--- config.mk ---
export PLATFORM = sky130hd
export DESIGN_NAME = badhash_engine
export DESIGN_NICKNAME = d
export VERILOG_FILES = /design/src/rtl/badhash_pkg.sv /design/src/rtl/badhash_round.sv /design/src/rtl/badhash_engine.sv
export SDC_FILE = /design/constraint.sdc
export NUM_CORES = 1
export LEC_CHECK = 0
export CORE_UTILIZATION = 51
export DETAILED_ROUTE_END_ITERATION = 8
export HOLD_SLACK_MARGIN = 0.03
export MAX_ROUTING_LAYER = met4
export PLACE_DENSITY = 0.94
export SLEW_MARGIN = 20
export SYNTH_ARGS = -nofsm -noshare
export SYNTH_HDL_FRONTEND = slang
export SYNTH_SLANG_ARGS = --single-unit
--- constraint.sdc ---
create_clock -name clk -period 5.5 [get_ports clk]
set_input_delay 0.55 -clock clk [delete_from_list [all_inputs] [get_ports clk]]
set_output_delay 0.55 -clock clk [all_outputs]
set_load 0.05 [all_outputs]
--- src/rtl/badhash_pkg.sv ---
`default_nettype none
// ============================================================================
//  Module      : badhash_pkg
//  Description : Shared types and constant helpers for the badhash engine:
//                FSM state enum, generic rotate-left and the key schedule.
//  Revision    : 1.0 - initial parametrised release
// ============================================================================
package badhash_pkg;

    // Widest data path the helper functions can handle.
    localparam int MAX_W = 64;

    // Key used by the original single-XOR hash block.
    localparam logic [31:0] LEGACY_KEY = 32'h1EA14969;

    typedef enum logic [1:0] {
        IDLE = 2'd0,
        RUN  = 2'd1,
        DONE = 2'd2
    } state_t;

    // Rotate the low 'width' bits of x left by 'amount'. Bits above 'width'
    // are cleared in the result.
    function automatic logic [MAX_W-1:0] rotl(
        input logic [MAX_W-1:0] x,
        input int               width,
        input int               amount
    );
        logic [MAX_W-1:0] mask;
        logic [MAX_W-1:0] res;
        int               a;
        mask = (width >= MAX_W) ? '1 : ((MAX_W'(1) << width) - MAX_W'(1));
        a    = amount % width;
        res  = x & mask;
        // With a == 0 the right shift moves every valid bit out, leaving x.
        res  = ((res << a) | (res >> (width - a))) & mask;
        return res;
    endfunction

    // Round-k key: the base key rotated by k*rot within the data width.
    function automatic logic [MAX_W-1:0] key_schedule(
        input logic [MAX_W-1:0] key,
        input int               width,
        input int               k,
        input int               rot
    );
        return rotl(key, width, (k * rot) % width);
    endfunction

endpackage
`default_nettype wire

--- src/rtl/badhash_round.sv ---
`default_nettype none
// ============================================================================
//  Module      : badhash_round
//  Description : One combinational hash round: XOR with the round key, then
//                rotate left by a fixed amount.
//  Revision    : 1.0 - initial parametrised release
// ============================================================================
module badhash_round
    import badhash_pkg::*;
#(
    parameter int DATA_W = 32,
    parameter int ROT    = 1
) (
    input  logic [DATA_W-1:0] r_in,
    input  logic [DATA_W-1:0] key,
    output logic [DATA_W-1:0] r_out
);

    logic [DATA_W-1:0] w_mix;

    assign w_mix = r_in ^ key;

    // A zero rotate has no valid bit-slice form, so it is a plain pass-through.
    generate
        if (ROT == 0) begin : g_no_rot
            assign r_out = w_mix;
        end else begin : g_rot
            assign r_out = {w_mix[DATA_W-1-ROT:0], w_mix[DATA_W-1:DATA_W-ROT]};
        end
    endgenerate

endmodule
`default_nettype wire

--- src/rtl/badhash_engine.sv ---
`default_nettype none
// ============================================================================
//  Module      : badhash_engine
//  Description : Iterated key-XOR/rotate hash over one word per transaction,
//                valid/ready on both sides, result held until accepted.
//  Revision    : 1.0 - initial parametrised release
// ============================================================================
module badhash_engine
    import badhash_pkg::*;
#(
    parameter int          DATA_W = 32,
    parameter int          ROUNDS = 4,
    parameter int          ROT    = 1,
    parameter logic [31:0] KEY    = LEGACY_KEY
) (
    input  logic              clk,
    input  logic              reset,
    input  logic              in_valid,
    output logic              in_ready,
    input  logic [DATA_W-1:0] in_data,
    output logic              out_valid,
    input  logic              out_ready,
    output logic [DATA_W-1:0] out_data,
    output logic              busy
);

    localparam int               CNT_W   = (ROUNDS > 1) ? $clog2(ROUNDS) : 1;
    localparam int               TBL_N   = 1 << CNT_W;
    localparam logic [MAX_W-1:0] KEY_EXT = MAX_W'(KEY);
    localparam logic [CNT_W-1:0] LAST_K  = CNT_W'(ROUNDS - 1);

    state_t            r_state;
    logic [DATA_W-1:0] r_data;
    logic [CNT_W-1:0]  r_k;
    logic              r_valid;
    logic              r_busy;

    logic [DATA_W-1:0] w_key_tbl [TBL_N];
    logic [DATA_W-1:0] w_key;
    logic [DATA_W-1:0] w_round;

    // Round keys are elaboration-time constants; unused table slots (when
    // ROUNDS is not a power of two) are tied to zero and never selected.
    generate
        for (genvar gi = 0; gi < TBL_N; gi++) begin : g_key
            if (gi < ROUNDS) begin : g_used
                localparam logic [MAX_W-1:0] K_FULL =
                    key_schedule(KEY_EXT, DATA_W, gi, ROT);
                assign w_key_tbl[gi] = K_FULL[DATA_W-1:0];
            end else begin : g_pad
                assign w_key_tbl[gi] = '0;
            end
        end
    endgenerate

    assign w_key = w_key_tbl[r_k];

    badhash_round #(
        .DATA_W (DATA_W),
        .ROT    (ROT)
    ) u_round (
        .r_in   (r_data),
        .key    (w_key),
        .r_out  (w_round)
    );

    // Sequencer: load, iterate ROUNDS rounds, then hold the result until taken.
    always_ff @(posedge clk) begin
        if (reset) begin
            r_state <= IDLE;
            r_data  <= '0;
            r_k     <= '0;
            r_valid <= 1'b0;
            r_busy  <= 1'b0;
        end else begin
            case (r_state)
                IDLE: begin
                    if (in_valid) begin
                        r_data  <= in_data;
                        r_k     <= '0;
                        r_state <= RUN;
                        r_busy  <= 1'b1;
                    end
                end
                RUN: begin
                    r_data <= w_round;
                    r_k    <= r_k + 1'b1;
                    if (r_k == LAST_K) begin
                        r_state <= DONE;
                        r_valid <= 1'b1;
                    end
                end
                DONE: begin
                    if (out_ready) begin
                        r_valid <= 1'b0;
                        if (in_valid) begin
                            // Back-to-back: next word loads in the release cycle.
                            r_data  <= in_data;
                            r_k     <= '0;
                            r_state <= RUN;
                        end else begin
                            r_data  <= '0;
                            r_state <= IDLE;
                            r_busy  <= 1'b0;
                        end
                    end
                end
                default: begin
                    r_state <= IDLE;
                    r_data  <= '0;
                    r_k     <= '0;
                    r_valid <= 1'b0;
                    r_busy  <= 1'b0;
                end
            endcase
        end
    end

    // out_ready feeds in_ready directly so a finished result can be swapped
    // for a new word in the same cycle.
    assign in_ready  = (r_state == IDLE) | ((r_state == DONE) & out_ready);
    assign out_valid = r_valid;
    assign out_data  = r_valid ? r_data : '0;
    assign busy      = r_busy;

endmodule
`default_nettype wire

After elaboration in Yosys (flattened, before gate mapping)
Index checks and enable logic that the tools add are counted.
- bits in registers: 38
- bits in latches: 0
- word-level logic and storage cells: 48
- output and inout port bits: 35
- memory bits (writable): 0
- bits in read-only memories: 0
- memories: 0
- mux-type cells: 23
- bitwise gates (word level): 6
- $mul: 0
- div/mod/pow operators: 0
- reductions and logical operators: 5
- add/subtract/negate cells: 1
- equal/unequal tests: 7
- shift operators: 0
- magnitude comparators: 1
- operator list (operator ; number):
    two-way mux 32 bit ; 6
    case mux 32 bit (3 select lines) ; 1
    binary-select mux 32 bit (select 2 bit) ; 1
    XOR 32 bit ; 1
    case mux 2 bit (3 select lines) ; 2
    two-way mux 2 bit ; 5
    != test 2 bit (second input constant) ; 4
    two-way mux 1 bit ; 6
    case mux 1 bit (3 select lines) ; 2
    AND reduction 3 bit ; 2
    == test 2 bit (second input constant) ; 2
    AND reduction 4 bit ; 1
    greater-or-equal comparator 3 bit (second input constant) ; 1
    NOT 2 -> 3 bit ; 1
    adder 2 x 1 -> 2 bit (second input constant) ; 1
    == test 2 x 1 -> 1 bit (second input constant) ; 1
    logical NOT 2 bit ; 1
    NOT 1 bit ; 2
    AND reduction 2 bit ; 1
    bitwise AND 1 bit ; 1
    OR 1 bit ; 1

Logic depth before layout (Yosys ltp)
- depth in word-level cells: 6
- gate-level depth with buffers: 8
- gate-level depth less buffers: 6

Modules after synthesis
Synthesis repeated with hierarchy kept, for this count alone.
- cell total of the unflattened synthesis: 341
- area total of the unflattened synthesis: 2651.3 um^2
- by module, submodules not included (module ; cells an instance ; times used ; area each (um^2)):
    badhash_engine ; 309 ; 1 ; 2371.0
    badhash_round ; 32 ; 1 ; 280.3

Worst setup path before layout
No wires, ideal clock.
- path type: input to output
- from: input port out_ready
- to: output port in_ready
- path slack: 3.548 ns
- arrival time: 1.402 ns
- buffers on the path: 1
- required time: 4.950 ns
- stages: 3
- cell sequence: buf_4 > nor2b_1 > nor2_1
- longest elaborated chain between the ends: 2
- RTL lines (element ; line ; text):
    from (decl) ; badhash_engine.sv:22 ; input logic out_ready,
    bitwise AND 1 bit ; badhash_engine.sv:121 ; assign in_ready = (r_state == IDLE) | ((r_state == DONE) & out_ready);
    OR 1 bit ; badhash_engine.sv:121 ;
    to (decl) ; badhash_engine.sv:19 ; output logic in_ready,
Every way passes these cells.

Final worst setup path
Same ends and word-level chain as after synthesis.

==> impl_metrics.py <==
metrics = {
    "synth": {
        "syn-instance-count": 290,
        "synth-warning-count": 0,
        "ys_types": 37,
        "synth_top_area_cell": "dfxtp_1",
        "synth_area_um2": 2415,
        "synthFlopType": "dfxtp_1",
        "synth_nets": 330,
        "yosysSeqAreaShare_pct": 31.50,
        "netlist_top_cells_area": "dfxtp_1 32%, and2_1 8.8%, xnor2_1 6.9%",
        "synthDominantCellAreaShare_pct": 31.50,
        "async_reset_ff_share_pct": 0,
        "syn_area_per_cell_um2": 8.327,
        "synth_edf_count": 0,
        "synth-seq-cells": 38,
    },
    "clocking": {
        "cts_htree_levels": 2,
        "cts_sinks": 38,
        "hold_buffers": 0,
        "clk_path_buf_depth": 2,
        "cts_resized": 0,
        "post-cts-setup-buffer-count": 0,
        "cts_tree": "done",
        "clock_latency_ns": 0.30,
        "cts_buffers": 5,
        "ctsRootBufferMaster": "clkbuf_8",
        "clk_pin_slew_ns": 0.07,
    },
    "grt": {
        "grt_pass1_wl_um": 9977,
        "first_global_vias": 2075,
        "antenna_found_initial": 0,
        "overflow": 0,
        "grt_usage_pct": 26.12,
        "grt_max_degree": 38,
    },
    "critical_path": {
        "r2r_start": "r_state[1]",
        "timing.rr.end": "r_data[7]",
        "r2r_cells": 4,
        "start_kind": "input pin",
        "critical_path_required_ns": 4.95,
        "worst-path-max-fanout": 11,
        "critPathKind": "input pin to output port",
        "ff2ff_setup_slack_ns": 3.33,
        "arrival_ns": 2.30,
        "end_kind": "output port",
    },
    "sta": {
        "worstMarginPinSlew_ns": 0.8774,
        "min_period_ns": 2.852,
        "max-slew-margin-rel_pct": 41.42,
        "fin_tns_setup_ns": 0,
        "slew_viol_final": 0,
        "fmax_ghz": 0.3506,
        "skew_ns": 0.007023,
        "finalCritPeriodShare_pct": 51.86,
        "setup_viol": 0,
        "hold_violations": 0,
        "fin_hold_ws_ns": 0.4925,
        "rsz0062_at_grt": "no",
    },
    "drt": {
        "wl_um": 6162,
        "detail_route.wl_per_cell_um": 15.60,
        "drc": 14,
        "drt-initial-drc-count": 136,
        "num_vias": 2269,
        "avgViaCountPerCell": 5.744,
        "drt-pass1-iter-count": 9,
        "ant_nets": 0,
    },
    "pwr": {
        "vdd_drop_max_v": 0.0001332,
        "power.leakage_nw": 1.207,
        "power_mw": 0.7971,
        "power_density_nw_per_um2": 251.3,
    },
    "place": {
        "gp_congestion": 0.8476,
        "dp_hpwl_um": 4322,
        "port-buffer-count": 70,
    },
    "floorplanning": {
        "start_util_pct": 54.34,
        "core-area_um2": 4444,
        "dieHeight_um": 70.81,
        "rows": 24,
        "io_pins": 71,
        "dieArea_um2": 5014,
        "die_x_um": 70.81,
    },
    "worst_hold_path": {
        "holdPathStages": 1,
        "hold_start": "r_data[20]",
        "holdCritPathClass": "flop to flop",
        "hold_path_end": "r_data[20]",
    },
    "cells_and_area": {
        "layout-drive-gt1-share_pct": 6.414,
        "antenna_cells": 0,
        "nets": 382,
        "nFillCells": 333,
        "syn2layout_area_growth_pct": 31.35,
    },
    "status": {
        "status": "complete, but fails checks",
        "violations": "design-rule violations",
    },
    "flow_run": {
        "cap_viol_max_count": 0,
    },
}
-- kinds of logic (layout without fill, tap and decap cells) --
kind of cell,Yosys count,count (layout),share of synthesized area [%]
AOI/OAI and AO/OA,95,95,28.39
and+or+nand+nor,89,89,19.27
DFF,38,38,31.50
buffers and inverters,33,86,7.461
xor gates and xnor gates,30,30,10.88
adders and majority gates,4,4,2.073
muxes,1,1,0.4145
-- power breakdown --
part           switching, mW  total [mW]  internal (mW)  leakage [nW]
combinational         0.0876       0.173         0.0856         0.825
sequential            0.0335       0.335          0.301         0.314
clock                  0.107       0.289          0.182        0.0683
total                  0.228       0.797          0.569          1.21
-- critical path, cell delays in order --
cell	delay, ns
clkdlybuf4s50_1	0.69
nor2b_1	0.15
nor2_1	0.11
clkdlybuf4s50_1	0.80
-- placed cells by master (no fill, tap or decap), drive strengths merged --
| cell type | netlist | layout |
|---|---|---|
| nor3 | 3 | 3 |
| a22o | 10 | 10 |
| dfxtp | 38 | 38 |
| o211ai | 1 | 1 |
| or3 | 1 | 1 |
| o22a | 2 | 2 |
| nor2b | 6 | 6 |
| clkbuf | 13 | 5 |
| o21bai | 1 | 1 |
| mux2i | 1 | 1 |
| nand2b | 3 | 3 |
| nor2 | 37 | 37 |
| o21ai | 22 | 22 |
| clkdlybuf4s50 | 0 | 70 |
| clkinv | 0 | 1 |
| a21boi | 1 | 1 |
| a22oi | 3 | 3 |
| ha | 4 | 4 |
| bufinv | 0 | 2 |
| a2bb2oi | 1 | 1 |
| inv | 7 | 7 |
| nand2 | 4 | 4 |
| a21oi | 31 | 31 |
| buf | 13 | 1 |
| and2 | 35 | 35 |
| o211a | 2 | 2 |
| xor2 | 11 | 11 |
| xnor2 | 19 | 19 |
| a31oi | 2 | 2 |
| o2bb2ai | 17 | 17 |
| a32oi | 2 | 2 |
-- cell type report --
type,instances,area (um2),share of cell area (%)
multi-input combinational,219,1474,46.47
sequential,38,760.7,23.98
timing repair buffer,71,708.2,22.33
clock buffer,5,68.82,2.170
clock inverter,3,68.82,2.170
tap,52,65.06,2.051
inverter,7,26.28,0.8284
-- worst max path at each step --
stage,start,slack [ns],cells after the start,endpoint
global placement,out_ready,2.70,4,in_ready
CTS,out_valid,2.66,2,out_data[17]
detailed placement,out_ready,2.67,4,in_ready
floorplan,out_ready,3.55,3,in_ready
finish,out_ready,2.65,4,in_ready
global route,out_valid,2.53,2,out_data[3]
-- Yosys cell counts, types with 7 or more instances --
library cell / instances
a21oi_1: 31
a22o_1: 10
xnor2_1: 19
nor2_1: 37
dfxtp_1: 38
o2bb2ai_1: 7
o2bb2ai_2: 10
inv_1: 7
o21ai_0: 22
and2_1: 34
xor2_1: 11
clkbuf_1: 12
-- sequential cells by signal, indices dropped and copies added (netlist names) --
register   flops
out_valid      1
r_state        2
r_k            2
r_data        32
busy           1
-- stage by stage --
stage	instances	instance area, um2	setup WS (ns)	util (%)
after floorplan	290	2415	3.548	-
after global placement	387	3034	2.699	68.27
after detailed placement	387	3034	2.669	68.27
after CTS	395	3172	2.659	71.37
after global routing	395	3172	2.535	71.37
final	395	3172	2.648	71.37
-- metal layers --
layer | wire [um] | GRT usage, % | part of all wire, % | up-vias
li1 | - | - | - | 1100
met1 | 2636 | 32.36 | 43 | 1065
met2 | 2992 | 42.31 | 49 | 94
met3 | 441 | 5.413 | 7.2 | 10
met4 | 91 | 9.111 | 1.5 | 0
met5 | 0 | - | 0 | -
(Power assumes the default switching activity.)
